$ cat src/rtl/uart_pkg.sv
`default_nettype none
// +--------------------------------------------------------------------------+
// | Package   : uart_pkg                                                     |
// | Purpose   : Shared types and constants for the uart receive path:        |
// |             receive state encoding, data width and bit-period helper.    |
// | Ports     : none (package)                                               |
// | Revision  : 1.0 - initial release                                        |
// +--------------------------------------------------------------------------+
package uart_pkg;

  localparam int unsigned DATA_BITS = 8;

  typedef enum logic [2:0] {
    IDLE   = 3'd0,
    START  = 3'd1,
    DATA   = 3'd2,
    PARITY = 3'd3,
    STOP   = 3'd4,
    BREAK  = 3'd5
  } rx_state_t;

  // Clock cycles per serial bit; integer truncation is intended.
  function automatic int unsigned cycles_per_bit(input int unsigned clock_frequency,
                                                 input int unsigned baud_rate);
    return clock_frequency / baud_rate;
  endfunction

endpackage
`default_nettype wire

$ cat src/rtl/sync_2ff.sv
`default_nettype none
// +--------------------------------------------------------------------------+
// | Module    : sync_2ff                                                     |
// | Purpose   : Two-flop synchronizer for a single asynchronous input.       |
// |             Both flops reset to RESET_VALUE so an idle line does not     |
// |             look like an edge coming out of reset.                       |
// | Ports     : i_clock  - system clock                                      |
// |             i_reset  - synchronous active-high reset                     |
// |             i_async  - asynchronous input                                |
// |             o_sync   - synchronized output (stage 2)                     |
// | Revision  : 1.0 - initial release                                        |
// +--------------------------------------------------------------------------+
module sync_2ff #(
  parameter logic RESET_VALUE = 1'b1
) (
  input  logic i_clock,
  input  logic i_reset,
  input  logic i_async,
  output logic o_sync
);

  logic r_meta;
  logic r_sync;

  always_ff @(posedge i_clock) begin
    if (i_reset) begin
      r_meta <= RESET_VALUE;
      r_sync <= RESET_VALUE;
    end else begin
      r_meta <= i_async;
      r_sync <= r_meta;
    end
  end

  assign o_sync = r_sync;

endmodule
`default_nettype wire

$ cat src/rtl/uart_rx_deserializer.sv
`default_nettype none
// +--------------------------------------------------------------------------+
// | Module    : uart_rx_deserializer                                         |
// | Purpose   : UART receive front end. Recovers 8N1 frames (LSB first) from |
// |             the asynchronous serial line and presents each byte in a     |
// |             single-entry ready/valid holding register. Framing and       |
// |             overrun errors are reported as one-cycle pulses.             |
// | Option    : define UART_RX_PARITY_EN for 8E1 frames and o_parity_error.  |
// | Ports     : i_clock         - system clock (CLOCK_FREQUENCY Hz)          |
// |             i_reset         - synchronous active-high reset              |
// |             i_rx            - asynchronous serial line, idle high        |
// |             o_data          - received byte, valid while o_data_valid    |
// |             o_data_valid    - byte held and available                    |
// |             i_data_ready    - consumer accepts byte on valid & ready     |
// |             o_framing_error - pulse: stop bit sampled low                |
// |             o_overrun       - pulse: completed byte dropped, holding full|
// |             o_parity_error  - pulse: parity mismatch (option only)       |
// | Revision  : 1.0 - initial release                                        |
// +--------------------------------------------------------------------------+
module uart_rx_deserializer
  import uart_pkg::*;
#(
  parameter int unsigned CLOCK_FREQUENCY = 100000000,
  parameter int unsigned BAUD_RATE       = 115200
) (
  input  logic                 i_clock,
  input  logic                 i_reset,
  input  logic                 i_rx,
  output logic [DATA_BITS-1:0] o_data,
  output logic                 o_data_valid,
  input  logic                 i_data_ready,
  output logic                 o_framing_error,
`ifdef UART_RX_PARITY_EN
  output logic                 o_parity_error,
`endif
  output logic                 o_overrun
);

  localparam int unsigned CYCLES_PER_BIT = cycles_per_bit(CLOCK_FREQUENCY, BAUD_RATE);
  localparam int unsigned HALF_BIT       = CYCLES_PER_BIT / 2;
  localparam int unsigned CNT_W          = $clog2(CYCLES_PER_BIT);
  localparam int unsigned IDX_W          = $clog2(DATA_BITS);

  localparam logic [CNT_W-1:0] C_BIT_RELOAD  = CNT_W'(CYCLES_PER_BIT - 1);
  localparam logic [CNT_W-1:0] C_HALF_RELOAD = CNT_W'(HALF_BIT - 1);
  localparam logic [IDX_W-1:0] C_LAST_IDX    = IDX_W'(DATA_BITS - 1);

  generate
    if (CYCLES_PER_BIT < 4) begin : g_bad_bit_period
      $error("uart_rx_deserializer: CYCLES_PER_BIT must be at least 4");
    end
  endgenerate

  // ---------------------------------------------------------------------
  // Synchronizer
  // ---------------------------------------------------------------------
  logic w_rx_s;

  sync_2ff #(
    .RESET_VALUE (1'b1)
  ) u_rx_sync (
    .i_clock (i_clock),
    .i_reset (i_reset),
    .i_async (i_rx),
    .o_sync  (w_rx_s)
  );

  // ---------------------------------------------------------------------
  // State and datapath registers
  // ---------------------------------------------------------------------
  rx_state_t            r_state;
  logic [CNT_W-1:0]     r_cnt;
  logic [IDX_W-1:0]     r_idx;
  logic [DATA_BITS-1:0] r_shift;
  logic [DATA_BITS-1:0] r_data;
  logic                 r_valid;
  logic                 r_framing_error;
  logic                 r_overrun;

  rx_state_t            w_state_next;
  logic [CNT_W-1:0]     w_cnt_next;
  logic [IDX_W-1:0]     w_idx_next;
  logic [DATA_BITS-1:0] w_shift_next;
  logic                 w_load;
  logic                 w_framing_error;
  logic                 w_overrun;
  logic                 w_cnt_zero;
  logic                 w_parity_bad;

`ifdef UART_RX_PARITY_EN
  logic r_par_bit;
  logic r_parity_error;
  logic w_par_next;
  logic w_parity_error;

  // Even parity: data bits plus parity bit must have an even number of ones.
  assign w_parity_bad = (^r_shift) ^ r_par_bit;
`else
  assign w_parity_bad = 1'b0;
`endif

  assign w_cnt_zero = (r_cnt == '0);

  // ---------------------------------------------------------------------
  // Next-state and datapath logic
  // ---------------------------------------------------------------------
  always_comb begin
    w_state_next    = r_state;
    w_cnt_next      = r_cnt;
    w_idx_next      = r_idx;
    w_shift_next    = r_shift;
    w_load          = 1'b0;
    w_framing_error = 1'b0;
    w_overrun       = 1'b0;
`ifdef UART_RX_PARITY_EN
    w_par_next      = r_par_bit;
    w_parity_error  = 1'b0;
`endif

    unique case (r_state)
      IDLE: begin
        if (!w_rx_s) begin
          w_cnt_next   = C_HALF_RELOAD;
          w_state_next = START;
        end
      end

      START: begin
        if (w_cnt_zero) begin
          // Mid start bit: a line already back high was only a glitch.
          if (w_rx_s) begin
            w_state_next = IDLE;
          end else begin
            w_cnt_next   = C_BIT_RELOAD;
            w_idx_next   = '0;
            w_state_next = DATA;
          end
        end else begin
          w_cnt_next = r_cnt - CNT_W'(1);
        end
      end

      DATA: begin
        if (w_cnt_zero) begin
          w_shift_next[r_idx] = w_rx_s;
          w_cnt_next          = C_BIT_RELOAD;
          w_idx_next          = r_idx + IDX_W'(1);
          if (r_idx == C_LAST_IDX) begin
`ifdef UART_RX_PARITY_EN
            w_state_next = PARITY;
`else
            w_state_next = STOP;
`endif
          end
        end else begin
          w_cnt_next = r_cnt - CNT_W'(1);
        end
      end

`ifdef UART_RX_PARITY_EN
      PARITY: begin
        if (w_cnt_zero) begin
          w_par_next   = w_rx_s;
          w_cnt_next   = C_BIT_RELOAD;
          w_state_next = STOP;
        end else begin
          w_cnt_next = r_cnt - CNT_W'(1);
        end
      end
`endif

      STOP: begin
        if (w_cnt_zero) begin
          // Returning to IDLE at mid stop bit lets back-to-back frames
          // resynchronize on the very next start edge.
          w_state_next = IDLE;
          if (!w_rx_s) begin
            w_framing_error = 1'b1;
            w_state_next    = BREAK;
          end else if (w_parity_bad) begin
`ifdef UART_RX_PARITY_EN
            w_parity_error = 1'b1;
`endif
          end else if (!r_valid || i_data_ready) begin
            w_load = 1'b1;
          end else begin
            w_overrun = 1'b1;
          end
        end else begin
          w_cnt_next = r_cnt - CNT_W'(1);
        end
      end

      BREAK: begin
        // A held-low line must not be mistaken for a stream of 0x00 frames.
        if (w_rx_s) begin
          w_state_next = IDLE;
        end
      end

      default: begin
        w_state_next = IDLE;
      end
    endcase
  end

  always_ff @(posedge i_clock) begin
    if (i_reset) begin
      r_state         <= IDLE;
      r_cnt           <= '0;
      r_idx           <= '0;
      r_shift         <= '0;
      r_data          <= '0;
      r_valid         <= 1'b0;
      r_framing_error <= 1'b0;
      r_overrun       <= 1'b0;
`ifdef UART_RX_PARITY_EN
      r_par_bit       <= 1'b0;
      r_parity_error  <= 1'b0;
`endif
    end else begin
      r_state         <= w_state_next;
      r_cnt           <= w_cnt_next;
      r_idx           <= w_idx_next;
      r_shift         <= w_shift_next;
      r_framing_error <= w_framing_error;
      r_overrun       <= w_overrun;
`ifdef UART_RX_PARITY_EN
      r_par_bit       <= w_par_next;
      r_parity_error  <= w_parity_error;
`endif
      // A load on the same edge as a drain keeps valid high with the new byte.
      if (w_load) begin
        r_data  <= r_shift;
        r_valid <= 1'b1;
      end else if (i_data_ready) begin
        r_valid <= 1'b0;
      end
    end
  end

  assign o_data          = r_data;
  assign o_data_valid    = r_valid;
  assign o_framing_error = r_framing_error;
  assign o_overrun       = r_overrun;
`ifdef UART_RX_PARITY_EN
  assign o_parity_error  = r_parity_error;
`endif

endmodule
`default_nettype wire

$ cat config.mk
export PLATFORM = sky130hd
export DESIGN_NAME = uart_rx_deserializer
export DESIGN_NICKNAME = d
export VERILOG_FILES = /design/src/rtl/uart_pkg.sv /design/src/rtl/sync_2ff.sv /design/src/rtl/uart_rx_deserializer.sv
export SDC_FILE = /design/constraint.sdc
export NUM_CORES = 1
export LEC_CHECK = 0
export BUFFER_PORTS_ARGS = -buffer_cell sky130_fd_sc_hd__buf_2
export CORE_MARGIN = 2
export CORE_UTILIZATION = 60
export DETAILED_ROUTE_END_ITERATION = 10
export PLACE_DENSITY = 0.82
export SLEW_MARGIN = 25
export SYNTH_ARGS = -nofsm -noshare
export SYNTH_HDL_FRONTEND = slang
export SYNTH_HIERARCHICAL = 1
export SYNTH_SLANG_ARGS = --single-unit
$ cat constraint.sdc
create_clock -name i_clock -period 5 [get_ports i_clock]
set_input_delay 0.5 -clock i_clock [delete_from_list [all_inputs] [get_ports i_clock]]
set_output_delay 0.5 -clock i_clock [all_outputs]
set_load 0.01 [all_outputs]
==> results of run 1 <==
## routing by layer
metal	share of wire (%)	up-vias	track usage [%]	wire (um)
met2	48	67	39.0	1850
met5	0	-	0	0
met1	43	725	30.5	1650
met3	6.5	11	7.25	250
met4	2.3	0	10.9	89
li1	-	779	-	-
## layout by cell type, fill, tap and decap left out, types with 3 or more instances in the layout
cell,instances
nand3_1,3
mux2i_1,18
nor2_1,27
dfxtp_1,37
buf_2,14
ha_1,4
nor3_1,7
inv_1,6
nor4_1,4
xnor2_1,3
or3b_1,4
o21ai_0,9
nor3b_1,3
a21oi_1,13
a31oi_1,4
nand2_1,8
clkbuf_4,5
## logic make-up after synthesis
family | count (synthesis)
AND/OR/NAND/NOR | 82
AO/OA/AOI/OAI | 43
flip-flops | 37
buffers and inverters | 21
multiplexers | 18
adder cells (fa/ha/maj) | 5
XOR/XNOR | 3
## flip-flops by register name (all words and copies together), names as in the netlist
signal / flops
r_cnt: 10
u_rx_sync/o_sync: 1
u_rx_sync/r_meta: 1
r_idx: 3
o_framing_error: 1
o_overrun: 1
r_shift: 8
r_state: 3
o_data: 8
o_data_valid: 1
## path summary, 6_finish.rpt
kind	startpoint	endpoint	slack (ps)	cells past startpoint
min reg2reg	u_rx_sync/r_meta	u_rx_sync/o_sync	450	1
max reg2reg	r_state[2]	r_cnt[3]	2850	5
max	r_state[2]	r_cnt[3]	2850	5
min	i_rx	u_rx_sync/r_meta	320	2
## where the power goes
group	switching [mW]	internal [mW]	leakage (nW)
clock	0.109	0.157	0.0558
combinational	0.385	0.278	0.436
sequential	0.0981	0.343	0.301
total	0.592	0.778	0.793
## metrics by stage
| stage | cells | worst slack (ps) | total power, mW | instance area [sq um] |
|---|---|---|---|---|
| finish | 261 | 2850 | 1.37 | 2080 |
| global route | 261 | 2730 | 1.46 | 2080 |
| CTS | 261 | 2880 | 1.36 | 2080 |
| detailed placement | 253 | 2920 | 1.09 | 1970 |
| global placement | 253 | 2930 | 1.06 | 1970 |
| floorplan | 209 | 3210 | 0.978 | 1910 |
## cells in the mapped netlist (2+ instances only)
cell type and instances:
a21oi_1 13, a22oi_1 2, a31oi_1 4, buf_2 4, clkbuf_1 9, dfxtp_1 37, ha_1 4, inv_1 6
mux2i_1 18, nand2_1 8, nand3_1 3, nand4_1 2, nand4b_1 2, nor2_1 27, nor3_1 7, nor3b_1 3
nor4_1 4, nor4b_1 2, o21ai_0 9, or2_1 2, or3_1 2, or3b_1 4, or4_4 2, xnor2_1 3
## cell type report
class | count | area, sq um | share of cell area, %
Multi-Input combinational cell | 151 | 1070 | 51.7
Sequential cell | 37 | 741 | 35.7
Timing Repair Buffer | 15 | 77.6 | 3.73
Clock inverter | 3 | 68.8 | 3.31
Tap cell | 44 | 55.1 | 2.65
Clock buffer | 5 | 37.5 | 1.81
Inverter | 6 | 22.5 | 1.08
## critical path, cell delays in order (launching register included)
cell and delay, ps:
dfxtp_1 610, or3b_1 530, and3_4 230, a31o_1 240, or3_1 310, a31oi_1 150
==> reports/qor.yml, run 1 <==
grt_pass1_wl_um: 6630
cts_max_level: 2
synth_top_family_by_area: "simple AND/OR/NAND/NOR gates"
finalSetupViolations: 0
fmax_ghz: 0.465
dp_hpwl_um: 2590
tightest_slew_ps: 590
min_path_type: "input port to flip-flop"
synth_async_sr_flop_share_pct: 0
cts_buffers: 5
synth_edf_count: 0
ant_nets: 0
nets: 224
place.gp.congestion: 0.871
ir_worst_vdd_mv: 0.471
postCtsHoldBufs: 0
die_y_um: 60.4
tns_ps: 0
start_util_pct: 62.6
cp_max_fo: 14
worstPathRequired_ps: 5290
syn2layout_area_growth_pct: 8.71
drive_gt1_share_pct: 17.1
nFillCells: 253
clk_latency_ps: 360
grt_max_degree: 34
die_w_um: 60.4
period_minus_slack_ps: 2150
status: "finished, final reports clean"
synthAdderAreaFrac_pct: 3.21
cts.sinks: 37
critical_path_class: "flip-flop to flip-flop"
slew_headroom_pct: 60.7
cts_tree: "done"
synth_compound_area_share_pct: 16.4
drc_errors: 0
drt_iter0_drc: 102
post_cts_resized: 0
synth_xor_area_share_pct: 1.38
yosys.area_share.simple_pct: 25.9
yosysWarnings: 6
grt_pass1_vias: 1489
rows: 20
slew_violations: 0
power.density_mw_per_mm2: 660
min_period_over_period_pct: 43.0
muxShareOfSynthArea_pct: 9.43
grt_usage_pct: 24.4
antenna_found_initial: 0
ys_ff_latch: 37
ys_seq_area_share_pct: 38.8
cp-start-kind: "flip-flop"
synthDominantAreaCellType: "dfxtp_1"
antenna_cells: 0
cts_setup_buffers: 0
dieArea_sq_mm: 0.00365
netlist_area_sq_mm: 0.00191
clkTransAtPathRegs_ps: 120
drv_cap: 0
finClkSkew_ps: 8.02
rsz0062_at_grt: "no"
final_util_pct: 68.0
synth_area_per_cell_sq_um: 9.14
p_leak_nw: 0.793
syn_nets: 217
fin_hold_ws_ps: 322
hold_viol: 0
dominantRegCellSynth: "dfxtp_1"
core_area_sq_mm: 0.00305
wl_per_cell_um: 14.7
finalWirelength_um: 3840
vias: 1582
ios: 15
port_buffers: 14
cts_buffer_depth: 2
cts-root-buf: "clkbuf_4"
netlist.area_leader.share_pct: 38.8
end_kind: "flip-flop"
via_per_inst: 6.06
critPathArrivalTime_ps: 2440
yosysUniqueCellTypes: 56
drt_pass1_iterations: 4
synthCells: 209
synth_area_leaders: "dfxtp_1, mux2i_1, nor2_1, a21oi_1, ha_1"
grt_remaining_overflow: 0
Note: power is estimated with default switching activity, not from simulation.
==> run 2: changes to the inputs <==
--- a/config.mk
+++ b/config.mk
@@ -5,11 +5,12 @@
 export SDC_FILE = /design/constraint.sdc
 export NUM_CORES = 1
 export LEC_CHECK = 0
+export ABC_AREA = 1
 export BUFFER_PORTS_ARGS = -buffer_cell sky130_fd_sc_hd__buf_2
 export CORE_MARGIN = 2
-export CORE_UTILIZATION = 60
+export CORE_UTILIZATION = 53
 export DETAILED_ROUTE_END_ITERATION = 10
-export PLACE_DENSITY = 0.82
+export PLACE_DENSITY = 0.76
 export SLEW_MARGIN = 25
 export SYNTH_ARGS = -nofsm -noshare
 export SYNTH_HDL_FRONTEND = slang
==> constraint.sdc (replaced) <==
create_clock -name i_clock -period 1.85 [get_ports i_clock]
set_input_delay 0.185 -clock i_clock [delete_from_list [all_inputs] [get_ports i_clock]]
set_output_delay 0.185 -clock i_clock [all_outputs]
set_load 0.01 [all_outputs]
==> reports/qor.yml, run 2 <==
antenna_found_initial: 0  # unchanged
route.met2.wl_um: 1810  # -2.3%
slowest_delay_ps: 300  # -310 ps
place.gp.congestion: 0.914  # +4.9%
hold_end: "u_rx_sync/r_meta"
synthCells: 290  # +39%
placed_area_sq_mm: 0.00213  # +7.9%
power_frac_clock_pct: 19.4  # about the same
rsz0062_at_grt: "no"
cp_slowest_cell: "dfxtp_1"
dp_hpwl_um: 2990  # +16%
reg2reg_to: "r_shift[7]"
slew_headroom_pct: 76.4  # +16 points
min_path_type: "input port to flip-flop"
cts-root-buf: "clkbuf_8"
wl_per_cell_um: 11.3  # -23%
reg2regPathDepth: 9  # +4
crit-reg2reg-launch: "r_cnt[0]"
dominantRegCellSynth: "dfxtp_1"
drt_pass1_iterations: 4  # unchanged
cts_buffer_depth: 2  # unchanged
cts.sinks: 37  # unchanged
synth_async_sr_flop_share_pct: 0  # unchanged
critical_path_class: "flip-flop to flip-flop"
die_w_um: 65.2  # +8.0%
m1WireLength_um: 2040  # +24%
finalWirelength_um: 4070  # +6.0%
drt_iter0_drc: 109  # +6.9%
grt_max_degree: 19  # -44%
drv_cap: 0  # unchanged
fin_area_sq_mm: 0.00223  # +7.4%
period_minus_slack_ps: 1590  # -565 ps
highest_layer: "met4"
ys_seq_area_share_pct: 37.3  # -1.5 points
yosysMostFrequentCell: "nand2_1"
synthDominantAreaCellType: "dfxtp_1"
cts_setup_buffers: 0  # unchanged
grt_pass1_wl_um: 7230  # +9.1%
r2r_slack_ps: 260  # -2580 ps
final_common_cell: "nand2_1"
cts_max_level: 2  # unchanged
drive_gt1_share_pct: 17.0  # -0.064 points
worstPathRequired_ps: 2010  # -3280 ps
cp-start-kind: "flip-flop"
yosysUniqueCellTypes: 28  # -50%
ys_ff_latch: 37  # unchanged
cp_max_fo: 16  # +2
status: "finished, final reports clean"
ios: 15  # unchanged
finalSetupViolations: 0  # unchanged
syn_nets: 298  # +37%
dieArea_sq_mm: 0.00426  # +17%
fin_hold_ws_ps: 71.2  # -251 ps
grt_remaining_overflow: 0  # unchanged
yosysWarnings: 6  # unchanged
synth_area_leaders: "dfxtp_1, nand2_1, inv_1, a21oi_1, nand3_1"
clk_latency_ps: 290  # -70 ps
via_per_inst: 5.08  # -16%
end_kind: "flip-flop"
critical-path-top-delay-family: "simple AND/OR/NAND/NOR gates"
p_sw_mw: 1.33  # +120%
regMostFlops: "r_cnt"
cts_buffers: 5  # unchanged
critPathArrivalTime_ps: 1750  # -690 ps
min_period_over_period_pct: 85.8  # +43 points
seqPwrFrac_pct: 33.3  # +1.1 points
syn2layout_area_growth_pct: 12.2
crit_chain: "inv_1 > ha_1 > inv_1 > nor2_1 > nand3_2 > nor2_4 > nand3_1 > nand2_1 > a21oi_1"
holdPathStages: 3  # +1
cp_common_cell: "inv_1"
rows: 22  # +10%
final_cell_mix: "nand2_1, inv_1, dfxtp_1"
finClkSkew_ps: 4.62  # -3.40 ps
grt_usage_pct: 21.7  # -2.6 points
nets: 319  # +42%
p_leak_nw: 1.01  # +28%
largest_register_ffs: 10  # unchanged
hold_viol: 0  # unchanged
vias: 1829  # +16%
postCtsHoldBufs: 0  # unchanged
port_buffers: 14  # unchanged
start_util_pct: 54.7  # -7.9 points
synthTopCellsByCount: "nand2_1, dfxtp_1, inv_1, a21oi_1"
power.density_mw_per_mm2: 1360  # +110%
ir_worst_vdd_mv: 1.06  # +130%
core_area_sq_mm: 0.00363  # +19%
switching_share_pct: 43.8  # +0.55 points
hold_start: "i_rx"
fmax_ghz: 0.630  # +36%
wl_met3_um: 191  # -24%
antenna_cells: 0  # unchanged
die_y_um: 65.2  # +8.0%
clkTransAtPathRegs_ps: 70  # -50 ps
tns_ps: 0  # unchanged
cts_tree: "done"
combPwrFrac_pct: 47.3  # -1.1 points
tightest_slew_ps: 354  # -236 ps
worst-path-buf-inv: 2  # +2
drc_errors: 0  # unchanged
synth_area_per_cell_sq_um: 6.86  # -25%
netlist.area_leader.share_pct: 37.3  # -1.5 points
ant_nets: 0  # unchanged
post_cts_resized: 0  # unchanged
synth_edf_count: 0  # unchanged
netlist_area_sq_mm: 0.00199  # +4.1%
slew_violations: 0  # unchanged
grt_pass1_vias: 1605  # +7.8%
p_int_mw: 1.70  # +120%
run 2: cell types whose count changed after synthesis, moves of 8 or more:
cell,change
a21oi_1,+14
nand4_1,+8
nand2_1,+60
mux2i_1,-18
nand3_1,+22
inv_1,+31
run 2: cell families (layout without fill, tap and decap cells):
logic type | Yosys count | in the layout | synth area share (%)
XOR/XNOR | 2 | 2 | 0.881
buffers and inverters | 51 | 73 | 9.94
AO/OA/AOI/OAI | 44 | 44 | 11.8
adder cells (fa/ha/maj) | 5 | 5 | 3.02
AND/OR/NAND/NOR | 151 | 151 | 37.1
flip-flops | 37 | 37 | 37.3
run 2: layout make-up:
class,instances,area (sq um)
flip-flops and latches,37,741
well taps,48,60.1
clock buffers,6,82.6
fillers,363,1400
inverters,45,169
clock inverters,2,13.8
multi-input cells,202,1050
repair buffers,20,115
run 2: metal layers:
layer	track usage, %	vias up
li1	-	977
met1	31.0	808
met2	32.1	42
met3	4.62	2
met4	7.81	0
met5	0	-
run 2: power by group through the flow:
stage                     clock [mW]  sequential [mW]  combinational [mW]
after global placement             0             1.02                1.42
final                          0.588             1.01                1.43
after global routing           0.639             1.02                1.63
after floorplan                    0             1.02                1.15
after CTS                      0.610             1.01                1.43
after detailed placement           0             1.02                1.42
run 2: worst max-delay path by stage:
stage / from / end / slack, ps / depth (start not counted)
2_1_floorplan: r_cnt[0] / r_shift[5] / 390 / 10
5_1_grt: r_cnt[0] / r_shift[2] / 70 / 9
6_report: r_cnt[0] / r_shift[7] / 260 / 9
4_1_cts: r_cnt[0] / o_data[6] / 230 / 7
3_5_place_dp: r_cnt[0] / o_data[6] / 250 / 7
3_3_place_gp: r_cnt[0] / r_shift[6] / 320 / 9
run 2: tightest hold or removal path, stage by stage:
cell     delay (ps)
buf_2            70
inv_1            30
nand2_1          40
run 2: metrics by stage:
stage	setup slack [ps]	utilization, %	power, mW	instances
2_1_floorplan	395	-	2.17	290
3_3_place_gp	315	58.5	2.43	351
3_5_place_dp	253	58.5	2.44	351
4_1_cts	232	61.2	3.05	359
5_1_grt	65.0	61.4	3.29	360
6_report	263	61.4	3.03	360
==> run 3: changes to the inputs <==
--- a/config.mk
+++ b/config.mk
@@ -10,9 +10,9 @@
 export CORE_MARGIN = 2
 export CORE_UTILIZATION = 53
 export DETAILED_ROUTE_END_ITERATION = 10
-export PLACE_DENSITY = 0.76
+export PLACE_DENSITY = 0.77
+export RECOVER_POWER = 100
 export SLEW_MARGIN = 25
 export SYNTH_ARGS = -nofsm -noshare
 export SYNTH_HDL_FRONTEND = slang
-export SYNTH_HIERARCHICAL = 1
 export SYNTH_SLANG_ARGS = --single-unit
==> reports/qor.yml, run 3 <==
drv_cap: 0  # unchanged
reg2reg_to: "r_cnt[1]"
nFillCells: 335  # -7.7%
ys_ff_latch: 37  # unchanged
yosysUniqueCellTypes: 24  # -14%
end_kind: "flip-flop"
fin_hold_ws_ps: 169  # +98.1 ps
critical-path-top-delay-family: "simple AND/OR/NAND/NOR gates"
synth_edf_count: 0  # unchanged
synth_area_per_cell_sq_um: 6.63  # -3.3%
via_per_inst: 5.13  # +1.0%
grt_pass1_vias: 1715  # +6.9%
synth_compound_area_share_pct: 10.1  # -1.6 points
cts_buffers: 5  # unchanged
tightest_slew_ps: 563  # +210 ps
drive_gt1_share_pct: 12.3  # -4.7 points
ant_nets: 0  # unchanged
critPathArrivalTime_ps: 1910  # +160 ps
synthCells: 289  # -0.34%
die_y_um: 64.1  # -1.7%
hold_viol: 0  # unchanged
setup_ws_ps: 186  # -77.5 ps
finalWirelength_um: 4210  # +3.3%
synth_top_family_by_area: "simple AND/OR/NAND/NOR gates"
rows: 21  # -4.5%
yosysWarnings: 0  # -6
synth_xor_area_share_pct: 0.914  # +0.033 points
muxShareOfSynthArea_pct: 0  # unchanged
min_period_over_period_pct: 90.0  # +4.2 points
clk_latency_ps: 350  # +60 ps
pre_cts_ws_ps: 143  # -110 ps
largest_register_ffs: 10  # unchanged
ios: 15  # unchanged
yosysMostFrequentCell: "nand2_1"
fmax_ghz: 0.601  # -4.7%
finClkSkew_ps: 5.47  # +0.848 ps
slowest_delay_ps: 320  # +20 ps
power.density_mw_per_mm2: 1550  # +14%
cts.sinks: 37  # unchanged
grt_remaining_overflow: 0  # unchanged
worst-path-buf-inv: 3  # +1
finalSetupViolations: 0  # unchanged
holdPathStages: 4  # +1
dieArea_sq_mm: 0.00411  # -3.4%
yosys.area_share.simple_pct: 38.8  # +1.7 points
cp-startpoint: "r_cnt[0]"
crit_chain: "inv_1 > ha_1 > inv_1 > nor2_1 > nand3_1 > nor2_2 > nand2_1 > nand3_2 > inv_2 > o21ai_0 > nor2_1"
drc_errors: 0  # unchanged
r2r_slack_ps: 190  # -80 ps
nets: 317  # -0.63%
clkTransAtPathRegs_ps: 110  # +40 ps
slew_violations: 0  # unchanged
vias: 1827  # -0.11%
period_minus_slack_ps: 1660  # +77.5 ps
antenna_cells: 0  # unchanged
syn2layout_area_growth_pct: 11.4
drt_pass1_iterations: 4  # unchanged
antenna_found_initial: 0  # unchanged
cts_max_level: 2  # unchanged
place.gp.congestion: 0.925  # +1.2%
synthTopCellsByCount: "nand2_1, nor2_1, dfxtp_1, inv_1, o21ai_0"
cp.depth: 11  # +2
core_area_sq_mm: 0.00342  # -6.0%
cts_buffer_depth: 2  # unchanged
final_common_cell: "nand2_1"
endpoint: "r_cnt[1]"
grt_pass1_wl_um: 7230  # unchanged
regMostFlops: "r_cnt"
netlist_area_sq_mm: 0.00192  # -3.7%
worstPathRequired_ps: 2100  # +90 ps
synthAdderAreaFrac_pct: 2.61  # -0.41 points
synthDominantAreaCellType: "dfxtp_1"
rsz0062_at_grt: "no"
reg2regPathDepth: 11  # +2
wl_per_cell_um: 11.8  # +4.5%
cp_slowest_cell: "dfxtp_1"
start_util_pct: 56.1  # +1.4 points
critical_path_class: "flip-flop to flip-flop"
ys_seq_area_share_pct: 38.7  # +1.4 points
syn_nets: 297  # -0.34%
slew_headroom_pct: 62.4  # -14 points
min_path_type: "input port to flip-flop"
final_cell_mix: "nand2_1, nor2_1, dfxtp_1"
cts_tree: "done"
synth_async_sr_flop_share_pct: 0  # unchanged
drt_iter0_drc: 120  # +10%
cp-start-kind: "flip-flop"
dp_hpwl_um: 3090  # +3.3%
tns_ps: 0  # unchanged
status: "finished, final reports clean"
p_leak_nw: 1.01  # +0.14%
cts-root-buf: "clkbuf_4"
crit-reg2reg-launch: "r_cnt[0]"
cp_max_fo: 9  # -7
dominantRegCellSynth: "dfxtp_1"
port_buffers: 14  # unchanged
ir_worst_vdd_mv: 0.620  # -42%
synth_area_leaders: "dfxtp_1, nand2_1, nor2_1, inv_1, o21ai_0"
netlist.area_leader.share_pct: 38.7  # +1.4 points
grt_max_degree: 20  # +1
die_w_um: 64.1  # -1.7%
hold_start: "i_data_ready"
grt_usage_pct: 22.4  # +0.67 points
run 3: cell type report:
class                      instances  area, sq um  area share, %
inverter                          40          150           7.04
multi-input combinational        208         1000           47.0
clock buffer                       6         51.3           2.40
clock inverter                     2         37.5           1.76
timing repair buffer              17         93.8           4.40
sequential                        37          741           34.7
tap                               46         57.6           2.70
run 3: tightest hold or removal path, stage by stage:
cell and delay, ps:
buf_2 80, nor2_1 70, inv_1 90, nor4_1 60
run 3: what timing repair did:
action | in CTS | in global routing
gates resized for setup | 0 | 2
hold buffers | 1 | 0
hold endpoints to repair | 1 | 0
endpoints found under the setup margin | 0 | 15
buffers inserted | 0 | 1
run 3: report_power, final:
group,total (mW),switching [mW],internal (mW)
Sequential,1.05,0.118,0.929
Clock,0.599,0.278,0.321
Combinational,1.65,1.11,0.542
Total,3.30,1.51,1.79
run 3: cells by family after synthesis:
family                   Yosys count
AO/OA/AOI/OAI                     38
buffers and inverters             44
XOR/XNOR                           2
AND/OR/NAND/NOR                  164
flip-flops                        37
adder cells (fa/ha/maj)            4
run 3: worst min-delay path by stage:
stage	to	slack, ps
2_1_floorplan	u_rx_sync.r_meta	290
3_3_place_gp	u_rx_sync.r_meta	370
3_5_place_dp	u_rx_sync.r_meta	370
4_1_cts	o_overrun	170
5_1_grt	o_overrun	180
6_report	o_overrun	170
run 3: per-layer routing:
| metal | part of all wire [%] | global-route usage, % | vias up |
|---|---|---|---|
| li1 | - | - | 956 |
| met1 | 43 | 27.1 | 813 |
| met2 | 49 | 36.6 | 48 |
| met3 | 5.7 | 5.99 | 10 |
| met4 | 2.2 | 11.2 | 0 |
| met5 | 0 | 0 | - |
run 3: stage by stage:
| step | power (mW) | instance area [sq um] | util [%] | instances |
|---|---|---|---|---|
| floorplan | 2.34 | 1920 | - | 289 |
| global placement | 2.64 | 2030 | 59.5 | 346 |
| detailed placement | 2.67 | 2030 | 59.5 | 346 |
| CTS | 3.28 | 2130 | 62.4 | 355 |
| global route | 3.60 | 2130 | 62.5 | 356 |
| finish | 3.30 | 2130 | 62.5 | 356 |
